## src/rtl/lb_pkg.sv

```systemverilog
// Shared types and defaults for the load-balancer dispatch scheduler.
package lb_pkg;

  localparam int unsigned CNT_W_DFLT     = 4;
  localparam int unsigned THRESHOLD_DFLT = 3;
  localparam int unsigned MAX_LOAD_DFLT  = 15;

  localparam logic [1:0] SRV1 = 2'd0;
  localparam logic [1:0] SRV2 = 2'd1;
  localparam logic [1:0] SRV3 = 2'd2;

  typedef enum logic [1:0] {
    IDLE     = 2'd0,
    DISPATCH = 2'd1,
    STALL    = 2'd2
  } state_e;

endpackage

```

## src/rtl/lb_min_select.sv

```systemverilog
// Picks the least-loaded of three servers; ties resolve to the lowest index.
module lb_min_select
  import lb_pkg::*;
#(
  parameter int unsigned CNT_W = CNT_W_DFLT
) (
  input  logic [CNT_W-1:0] load1,
  input  logic [CNT_W-1:0] load2,
  input  logic [CNT_W-1:0] load3,
  output logic [1:0]       min_idx,
  output logic [CNT_W-1:0] min_val
);

  always_comb begin
    min_idx = SRV1;
    min_val = load1;
    // Strict compares keep the earlier server on equal loads.
    if (load2 < min_val) begin
      min_idx = SRV2;
      min_val = load2;
    end
    if (load3 < min_val) begin
      min_idx = SRV3;
      min_val = load3;
    end
  end

endmodule

```

## src/rtl/priority_encoder_8to3.sv

```systemverilog
// 8-to-3 priority encoder; bit 7 has the highest priority, all-zero input yields 0.
module priority_encoder_8to3 (
  input  logic [7:0] req,
  output logic [2:0] idx
);

  always_comb begin
    idx = 3'd0;
    // Ascending scan so the highest set bit is the last to win.
    for (int i = 0; i < 8; i++) begin
      if (req[i]) idx = 3'(i);
    end
  end

endmodule

```

## src/rtl/lb_dispatch_scheduler.sv

```systemverilog
// Load-balancer dispatch scheduler: drains a task batch in priority order onto
// the least-loaded of three servers, tracking per-server outstanding load.
module lb_dispatch_scheduler
  import lb_pkg::*;
#(
  parameter int unsigned CNT_W     = CNT_W_DFLT,
  parameter int unsigned THRESHOLD = THRESHOLD_DFLT,
  parameter int unsigned MAX_LOAD  = MAX_LOAD_DFLT
) (
  input  logic             clk,
  input  logic             reset,
  input  logic             batch_valid,
  input  logic [7:0]       batch_tasks,
  output logic             batch_ready,
  input  logic [2:0]       done,
  output logic             dispatch_valid,
  output logic [1:0]       dispatch_server,
  output logic [2:0]       dispatch_task,
  output logic [CNT_W-1:0] server1_count,
  output logic [CNT_W-1:0] server2_count,
  output logic [CNT_W-1:0] server3_count,
  output logic             trigger,
  output logic             overload,
  output logic             busy
);

  localparam logic [CNT_W-1:0] MAX_C = CNT_W'(MAX_LOAD);
  localparam logic [CNT_W-1:0] THR_C = CNT_W'(THRESHOLD);

  state_e           state_q, state_d;
  logic [7:0]       pending_q, pending_d;
  logic [CNT_W-1:0] cnt_q [3];
  logic [CNT_W-1:0] cnt_d [3];
  logic [CNT_W-1:0] post_done [3];
  logic             dv_q, dv_d;
  logic [1:0]       ds_q, ds_d;
  logic [2:0]       dt_q, dt_d;
  logic [2:0]       inc;

  logic [2:0]       task_idx;
  logic [1:0]       min_idx;
  logic [CNT_W-1:0] min_val;

  priority_encoder_8to3 u_prio (
    .req (pending_q),
    .idx (task_idx)
  );

  lb_min_select #(.CNT_W(CNT_W)) u_min (
    .load1   (cnt_q[0]),
    .load2   (cnt_q[1]),
    .load3   (cnt_q[2]),
    .min_idx (min_idx),
    .min_val (min_val)
  );

  // Completions applied first; a completion at zero load is dropped.
  always_comb begin
    for (int i = 0; i < 3; i++) begin
      post_done[i] = cnt_q[i];
      if (done[i] && (cnt_q[i] != '0)) post_done[i] = cnt_q[i] - CNT_W'(1);
    end
  end

  always_comb begin
    for (int i = 0; i < 3; i++) begin
      cnt_d[i] = post_done[i] + CNT_W'(inc[i]);
    end
  end

  // Next-state and dispatch decision.
  always_comb begin
    state_d   = state_q;
    pending_d = pending_q;
    dv_d      = 1'b0;
    ds_d      = ds_q;
    dt_d      = dt_q;
    inc       = 3'b000;
    case (state_q)
      IDLE: begin
        if (batch_valid && (batch_tasks != 8'h00)) begin
          pending_d = batch_tasks;
          state_d   = DISPATCH;
        end
      end
      DISPATCH: begin
        if (min_val < MAX_C) begin
          pending_d = pending_q & ~(8'(1) << task_idx);
          inc       = 3'(1) << min_idx;
          dv_d      = 1'b1;
          ds_d      = min_idx;
          dt_d      = task_idx;
          if (pending_d == 8'h00) state_d = IDLE;
        end else begin
          state_d = STALL;
        end
      end
      STALL: begin
        if ((post_done[0] < MAX_C) || (post_done[1] < MAX_C) || (post_done[2] < MAX_C))
          state_d = DISPATCH;
      end
      default: state_d = IDLE;
    endcase
  end

  always_ff @(posedge clk) begin
    if (reset) begin
      state_q   <= IDLE;
      pending_q <= 8'h00;
      dv_q      <= 1'b0;
      ds_q      <= 2'd0;
      dt_q      <= 3'd0;
      for (int i = 0; i < 3; i++) cnt_q[i] <= '0;
    end else begin
      state_q   <= state_d;
      pending_q <= pending_d;
      dv_q      <= dv_d;
      ds_q      <= ds_d;
      dt_q      <= dt_d;
      for (int i = 0; i < 3; i++) cnt_q[i] <= cnt_d[i];
    end
  end

  assign batch_ready     = (state_q == IDLE);
  assign busy            = (state_q != IDLE);
  assign dispatch_valid  = dv_q;
  assign dispatch_server = ds_q;
  assign dispatch_task   = dt_q;
  assign server1_count   = cnt_q[0];
  assign server2_count   = cnt_q[1];
  assign server3_count   = cnt_q[2];
  assign trigger  = (cnt_q[0] >= THR_C) || (cnt_q[1] >= THR_C) || (cnt_q[2] >= THR_C);
  assign overload = (cnt_q[0] >= THR_C) && (cnt_q[1] >= THR_C) && (cnt_q[2] >= THR_C);

endmodule

```

## config.mk

```make
export PLATFORM = sky130hd
export DESIGN_NAME = lb_dispatch_scheduler
export DESIGN_NICKNAME = d
export VERILOG_FILES = /design/src/rtl/lb_pkg.sv /design/src/rtl/lb_min_select.sv /design/src/rtl/priority_encoder_8to3.sv /design/src/rtl/lb_dispatch_scheduler.sv
export SDC_FILE = /design/constraint.sdc
export NUM_CORES = 1
export LEC_CHECK = 0
export CORE_ASPECT_RATIO = 1.25
export CORE_UTILIZATION = 55
export DETAILED_ROUTE_END_ITERATION = 10
export GPL_TIMING_DRIVEN = 0
export PLACE_DENSITY = 0.79
export SETUP_SLACK_MARGIN = 0.15
export SLEW_MARGIN = 20
export SYNTH_ARGS = -nofsm -noshare
export SYNTH_HDL_FRONTEND = slang
export SYNTH_SLANG_ARGS = --single-unit
```

## constraint.sdc

```tcl
create_clock -name clk -period 10.4 [get_ports clk]
set_input_delay 2.6 -clock clk [delete_from_list [all_inputs] [get_ports clk]]
set_output_delay 2.6 -clock clk [all_outputs]
set_load 0.01 [all_outputs]
```

==> results.ini, run 1 <==
[flow_run]
drv_cap = 0

[worst_setup_path]
start_kind = flop
end_kind = output port
critPathMaxFanout = 9
critPathRequiredTime_ns = 7.80
arrival_ns = 1.78
critPathKind = flop to output port

[final_layout]
final_nets = 350
multi_input_area_mm2 = 0.001593
final_cells = 369
drive_above_1_share = 0.08571
regArea_um2 = 560.5
area_growth_pct = 20.23
final_core_util = 0.7035
nFillCells = 350
n_antenna_cell = 0

[drt]
drt_iter0_drc = 163
viasPerCell = 6.233
drt_first_pass_iters = 5
routedWlPerCell_um = 15.89
vias = 2300
drt_wl_total_um = 5862
antenna_left = 0
drc_errors = 0

[die]
row_count = 25
fp.dieW_um = 59.46
die-area_mm2 = 0.004389
ioPinCount = 36
start_util = 0.5852
die_h_um = 73.82
core_area_mm2 = 0.003879

[global_routing]
grt_pass1_vias = 2227
grt_pass1_wl_um = 9549
grt_max_degree = 17
grt-ovfl-total = 0
gr-usage-all-layers = 0.2857
antenna_found_initial = 0

[logic_synthesis]
synth-async-reset-ratio = 0
synthTopCellsByArea = dfxtp_1, ha_1, a21oi_1
synth_enable_flop_cells = 0
synth_xor_area_frac = 0.02701
synthMuxAreaShare = 0.01819
synth_common_cells = dfxtp_1, a21oi_1, nor2_1
ys_ff_latch = 28
synth_top_area_cell = dfxtp_1
syn_nets = 313
synthAdderAreaFrac = 0.1191
yosysWarnings = 0
yosys.area_share.simple = 0.2541
yosysMostFrequentCell = dfxtp_1
synth_cell_types = 64
synth_flop_cell = dfxtp_1
synth_top_family_by_area = compound AO/OA/AOI/OAI gates
synth.avg_cell_area_um2 = 8.135
synth_cells = 279
ys_seq_area_frac = 0.2470
synth_area_mm2 = 0.002270
synth_compound_area_frac = 0.2834
synth.top_cell.area_share = 0.2470

[timing]
maxSlewHeadroom = 0.5407
finalSetupViolCount = 0
max_freq_mhz = 228.5
worst_slew_pin_slew_ns = 0.6837
period_minus_slack_ns = 4.377
fin_crit_sh = 0.4208
fin_tns_setup_ns = 0
fin_skew_ns = 0.002105
finalHoldViolCount = 0
slew_violations = 0
rsz0062_at_grt = no

[clock_network]
clkTransAtPathRegs_ns = 0.10
cts_resized = 0
hold_buffers = 0
clk-insertion-delay-late_ns = 0.27
cts_root_buf = clkbuf_8
htree_num_levels = 1
cts_setup_buffers = 0
cts_tree = done
clock_sink_count = 28
numCtsBuffers = 3
clk_path_buf_depth = 2

[pwr]
power_mw = 0.6659
p_leak_nw = 1.005
p_per_area_mw_per_mm2 = 244.0
vdd_drop_max_mv = 0.1253

[status]
outcome = complete, no violations

[placed_design]
post-dp-hpwl_um = 4518
gp_congestion = 0.9211
place_inst = 365
portBuffers = 32

[worst_hold_path]
min_path_type = flop to flop

==> routing by layer <==
| metal | vias up | routed length, um | GRT usage | part of all wire |
|---|---|---|---|---|
| met2 | 74 | 3050 | 0.5531 | 0.52 |
| met5 | - | 0 | 0 | 0 |
| met1 | 1086 | 2411 | 0.3062 | 0.41 |
| li1 | 1126 | - | - | - |
| met3 | 14 | 243 | 0.02641 | 0.041 |
| met4 | 0 | 157 | 0.1164 | 0.027 |
==> worst max-delay path, cell delays in order (launching register included) <==
cell,delay [ns]
dfxtp_1,0.55
ha_1,0.21
nor3_1,0.05
nor3_1,0.14
clkdlybuf4s50_1,0.56
==> per-stage QoR <==
stage	setup WS [ns]	cell area, um2	hold WS (ns)
3_3_place_gp	5.937	2658	0.4830
4_1_cts	6.028	2729	0.5071
2_1_floorplan	6.523	2270	0.4855
5_1_grt	5.764	2729	0.5401
3_5_place_dp	5.928	2658	0.4932
6_report	6.023	2729	0.4958
==> area by class of cell <==
type,instances,area share
Buffer,11,0.02063
Multi-Input combinational cell,224,0.5837
Inverter,16,0.02201
Sequential cell,28,0.2054
Clock buffer,3,0.01513
Clock inverter,1,0.01100
Timing Repair Buffer,32,0.1174
Tap cell,54,0.02476
==> path summary, 6_finish.rpt <==
kind / end / slack [ns] / cells after the start / start
worst max-delay path: overload / 6.02 / 4 / cnt_q[0][4]$_SDFF_PP0_
worst min-delay path: dispatch_server[0]$_SDFFE_PP0P_ / 0.50 / 2 / dispatch_server[0]$_SDFFE_PP0P_
worst max register to register: cnt_q[0][1]$_SDFF_PP0_ / 6.17 / 17 / cnt_q[0][3]$_SDFF_PP0_
worst min register to register: dispatch_server[0]$_SDFFE_PP0P_ / 0.50 / 2 / dispatch_server[0]$_SDFFE_PP0P_
==> registers in the layout, summed over array words and instances (netlist names) <==
| register | flops |
|---|---|
| state_q | 2 |
| dispatch_valid | 1 |
| dispatch_task | 3 |
| cnt_q | 12 |
| pending_q | 8 |
| dispatch_server | 2 |
==> cell families (layout without fill, tap and decap cells) <==
family	count (synthesis)	in the layout
AND/OR/NAND/NOR	103	103
AO/OA/AOI/OAI	88	88
flip-flops	28	28
buffers and inverters	27	63
adder cells (fa/ha/maj)	22	22
XOR/XNOR	7	7
multiplexers	4	4
==> report_power, final <==
group	internal (mW)	leakage [nW]	switching, mW
Clock	0.0515	0.0357	0.0343
Combinational	0.192	0.741	0.226
Sequential	0.128	0.229	0.0348
Total	0.371	1.01	0.295
==> cells in the final DEF, fill, tap and decap left out, types with 3 or more instances in the layout <==
| cell | synthesis | routed |
|---|---|---|
| a21boi_0 | 4 | 4 |
| o21ai_0 | 11 | 11 |
| nand2b_1 | 3 | 3 |
| nand2_1 | 17 | 17 |
| nor2_1 | 23 | 23 |
| a211oi_1 | 4 | 4 |
| a21oi_1 | 26 | 26 |
| clkdlybuf4s50_1 | 0 | 32 |
| nand4b_1 | 3 | 3 |
| ha_1 | 20 | 20 |
| or3_1 | 5 | 5 |
| nand3_1 | 11 | 11 |
| dfxtp_1 | 28 | 28 |
| mux2i_1 | 3 | 3 |
| nor3_1 | 8 | 8 |
| a31oi_1 | 3 | 3 |
| a311oi_1 | 7 | 7 |
| a22oi_1 | 3 | 3 |
| inv_1 | 15 | 15 |
| clkbuf_8 | 0 | 3 |
| a21o_1 | 4 | 4 |
| nor2b_1 | 10 | 10 |
| clkbuf_1 | 6 | 6 |
| xnor2_1 | 5 | 5 |
| nor4b_1 | 3 | 3 |
No activity file was read; power rests on OpenSTA's default activity.
==> inputs of run 2 (changes only) <==
Settings changed: CORE_UTILIZATION 55 to 54, PLACE_DENSITY 0.79 to 0.77.
Clock period 10.4 ns to 4.2 ns, I/O delays scaled along.
==> results.ini, run 2 (same netlist as run 1, synthesis figures left out) <==
[status]
outcome = complete, no violations

[pwr]
comb_power_share = 0.656  ; +0.030
p_clk_frac = 0.120  ; -0.009
p_per_area_mw_per_mm2 = 650.7  ; +170%
internal_power_mw = 1.013  ; +170%
power_mw = 1.828  ; +170%
p_sw_mw = 0.8147  ; +180%
vdd_drop_max_mv = 0.2629  ; +110%
switching_share = 0.4457  ; +0.003156
p_leak_nw = 1.028  ; +2.2%
pwr-share-seq = 0.223  ; -0.022

[clock_network]
cts_tree = done
clk-insertion-delay-late_ns = 0.29  ; +0.02 ns
hold_buffers = 0  ; unchanged
numCtsBuffers = 3  ; unchanged
clkTransAtPathRegs_ns = 0.10  ; about the same
clock_sink_count = 28  ; unchanged
cts_root_buf = clkbuf_8
clk_path_buf_depth = 2  ; unchanged
htree_num_levels = 1  ; unchanged

[worst_setup_path]
start_kind = flop
cp_slowest_stage_delay_ns = 0.42  ; -0.14 ns
worstRegToRegCells = 18  ; +1
crit_buf_inv = 2  ; +1
worstReg2RegStart = cnt_q[0][3]$_SDFF_PP0_
path_delay_family = adder cells
end_kind = flop
critPathRequiredTime_ns = 4.36  ; -3.44 ns
r2r_slack_ns = 0.40  ; -5.77 ns
worstPathCellList = inv_1, ha_2, and3_4, o21ai_0, and3_1, clkbuf_2, nor2_1, a21oi_1, ha_1, nand3b_1, a311oi_4, nor3_4, o21ai_0, a211oi_1, ha_1, ha_1, xor2_1, nor2_1
critPathKind = flop to flop
worst_r2r_endpoint = cnt_q[0][2]$_SDFF_PP0_
crit_slowest_cell = ha_2
arrival_ns = 3.96  ; +2.18 ns
critPathMaxFanout = 8  ; -1
crit_top_cell = ha_1

[final_layout]
largest_reg_flops = 12  ; unchanged
final_common_cell = clkdlybuf4s50_1
final_nets = 352  ; +0.57%
final_cells = 373  ; +1.1%
fin_area_mm2 = 0.002809  ; +2.9%
multi_input_area_mm2 = 0.001650  ; +3.6%
nFillCells = 341  ; -2.6%
top_register = cnt_q
regArea_um2 = 564.3  ; +0.67%
drive_above_1_share = 0.1293  ; +0.04362
area_growth_pct = 23.76
final_cell_mix = clkdlybuf4s50_1, dfxtp_1, a21oi_1
n_antenna_cell = 0  ; unchanged

[drt]
drt_iter0_drc = 150  ; -8.0%
drt_first_pass_iters = 4  ; -1
viasPerCell = 6.188  ; -0.73%
drt_wl_total_um = 6092  ; +3.9%
drc_errors = 0  ; unchanged
vias = 2308  ; +0.35%
antenna_left = 0  ; unchanged
routedWlPerCell_um = 16.33  ; +2.8%

[global_routing]
antenna_found_initial = 0  ; unchanged
grt_pass1_wl_um = 9439  ; -1.2%
gr-usage-all-layers = 0.2806  ; -0.005100
grt_pass1_vias = 2098  ; -5.8%
grt_max_degree = 17  ; unchanged
grt-ovfl-total = 0  ; unchanged

[timing]
fin_tns_setup_ns = 0  ; unchanged
max_freq_mhz = 262.8
fin_crit_sh = 0.9059
finalSetupViolCount = 0  ; unchanged
finalHoldViolCount = 0  ; unchanged
whs_ns = 0.4991  ; +0.003327 ns
maxSlewHeadroom = 0.5786  ; +0.03785
worst_slew_pin_slew_ns = 0.6322  ; -0.05151 ns
rsz0062_at_grt = no
slew_violations = 0  ; unchanged
fin_skew_ns = 0.006186  ; +0.004082 ns
period_minus_slack_ns = 3.805

[worst_hold_path]
min_path_cells = 2  ; unchanged
hold_end = dispatch_server[0]$_SDFFE_PP0P_
min_path_type = flop to flop
min-delay-start = dispatch_server[0]$_SDFFE_PP0P_

[die]
core_area_mm2 = 0.004066  ; +4.8%
ioPinCount = 36  ; unchanged
die-area_mm2 = 0.004468  ; +1.8%
die_h_um = 74.49  ; +0.90%
fp.dieW_um = 59.99  ; +0.89%
start_util = 0.5582  ; -0.02701
row_count = 26  ; +4.0%

[placed_design]
post-dp-hpwl_um = 4520  ; about the same
gp_congestion = 0.8897  ; -3.4%
place_inst = 367  ; +0.55%
portBuffers = 32  ; unchanged
dpl_cell_area_mm2 = 0.002660  ; about the same

[flow_run]
drv_cap = 0  ; unchanged

## run 2: power by group through the flow
stage               clock, mW  sequential [mW]  combinational [mW]
floorplan                   0            0.405               0.712
global placement            0            0.406                1.00
detailed placement          0            0.409                1.00
CTS                     0.223            0.403                1.03
global route            0.231            0.417                1.31
finish                  0.220            0.408                1.20
## run 2: tightest hold or removal path, stage by stage (launching register included)
cell and delay [ns]:
dfxtp_1 0.32, nand3_1 0.06, o32ai_1 0.08
## run 2: how the worst max path moves through the flow
| stage | startpoint | to | slack [ns] | cells after the start |
|---|---|---|---|---|
| global route | cnt_q[0][3]$_SDFF_PP0_ | cnt_q[0][1]$_SDFF_PP0_ | 0.12 | 17 |
| floorplan | cnt_q[0][3]$_SDFF_PP0_ | cnt_q[0][5]$_SDFF_PP0_ | 0.54 | 17 |
| CTS | cnt_q[0][3]$_SDFF_PP0_ | cnt_q[0][6]$_SDFF_PP0_ | 0.21 | 18 |
| global placement | cnt_q[0][3]$_SDFF_PP0_ | cnt_q[0][2]$_SDFF_PP0_ | 0.03 | 18 |
| detailed placement | cnt_q[0][3]$_SDFF_PP0_ | cnt_q[0][2]$_SDFF_PP0_ | 0.01 | 18 |
| finish | cnt_q[0][3]$_SDFF_PP0_ | cnt_q[0][2]$_SDFF_PP0_ | 0.40 | 18 |
## run 2: timing repair
item	4_1_cts	5_1_grt
pin swaps	0	1
buffers inserted	0	2
resized for setup	2	16
endpoints found under the setup margin	5	11
## run 2: metrics by stage
stage            util  worst slack [ns]
6_report       0.6908            0.3953
5_1_grt        0.6908            0.1199
4_1_cts        0.6738            0.2118
3_5_place_dp   0.6542           0.01171
3_3_place_gp   0.6542           0.02762
2_1_floorplan       -            0.5394
## run 2: metal layers
metal	track usage	up-vias	share of wire
met4	0.1344	0	0.025
met1	0.3164	1090	0.42
met3	0.02783	13	0.034
met2	0.5173	76	0.52
li1	-	1129	-
met5	0	-	0
## run 2: cell type report
type / count / share of cell area
inverter: 16 / 0.02138
timing repair buffer: 34 / 0.1194
buffer: 11 / 0.02049
tap: 56 / 0.02494
multi-input combinational: 224 / 0.5875
sequential: 28 / 0.2009
clock inverter: 1 / 0.01069
clock buffer: 3 / 0.01470
==> inputs of run 3 (changes only) <==
Settings changed: CTS_CLUSTER_SIZE set to 12.
==> results of run 3 <==
Same layout as run 2: the final DEF is identical, and so are final timing and power.
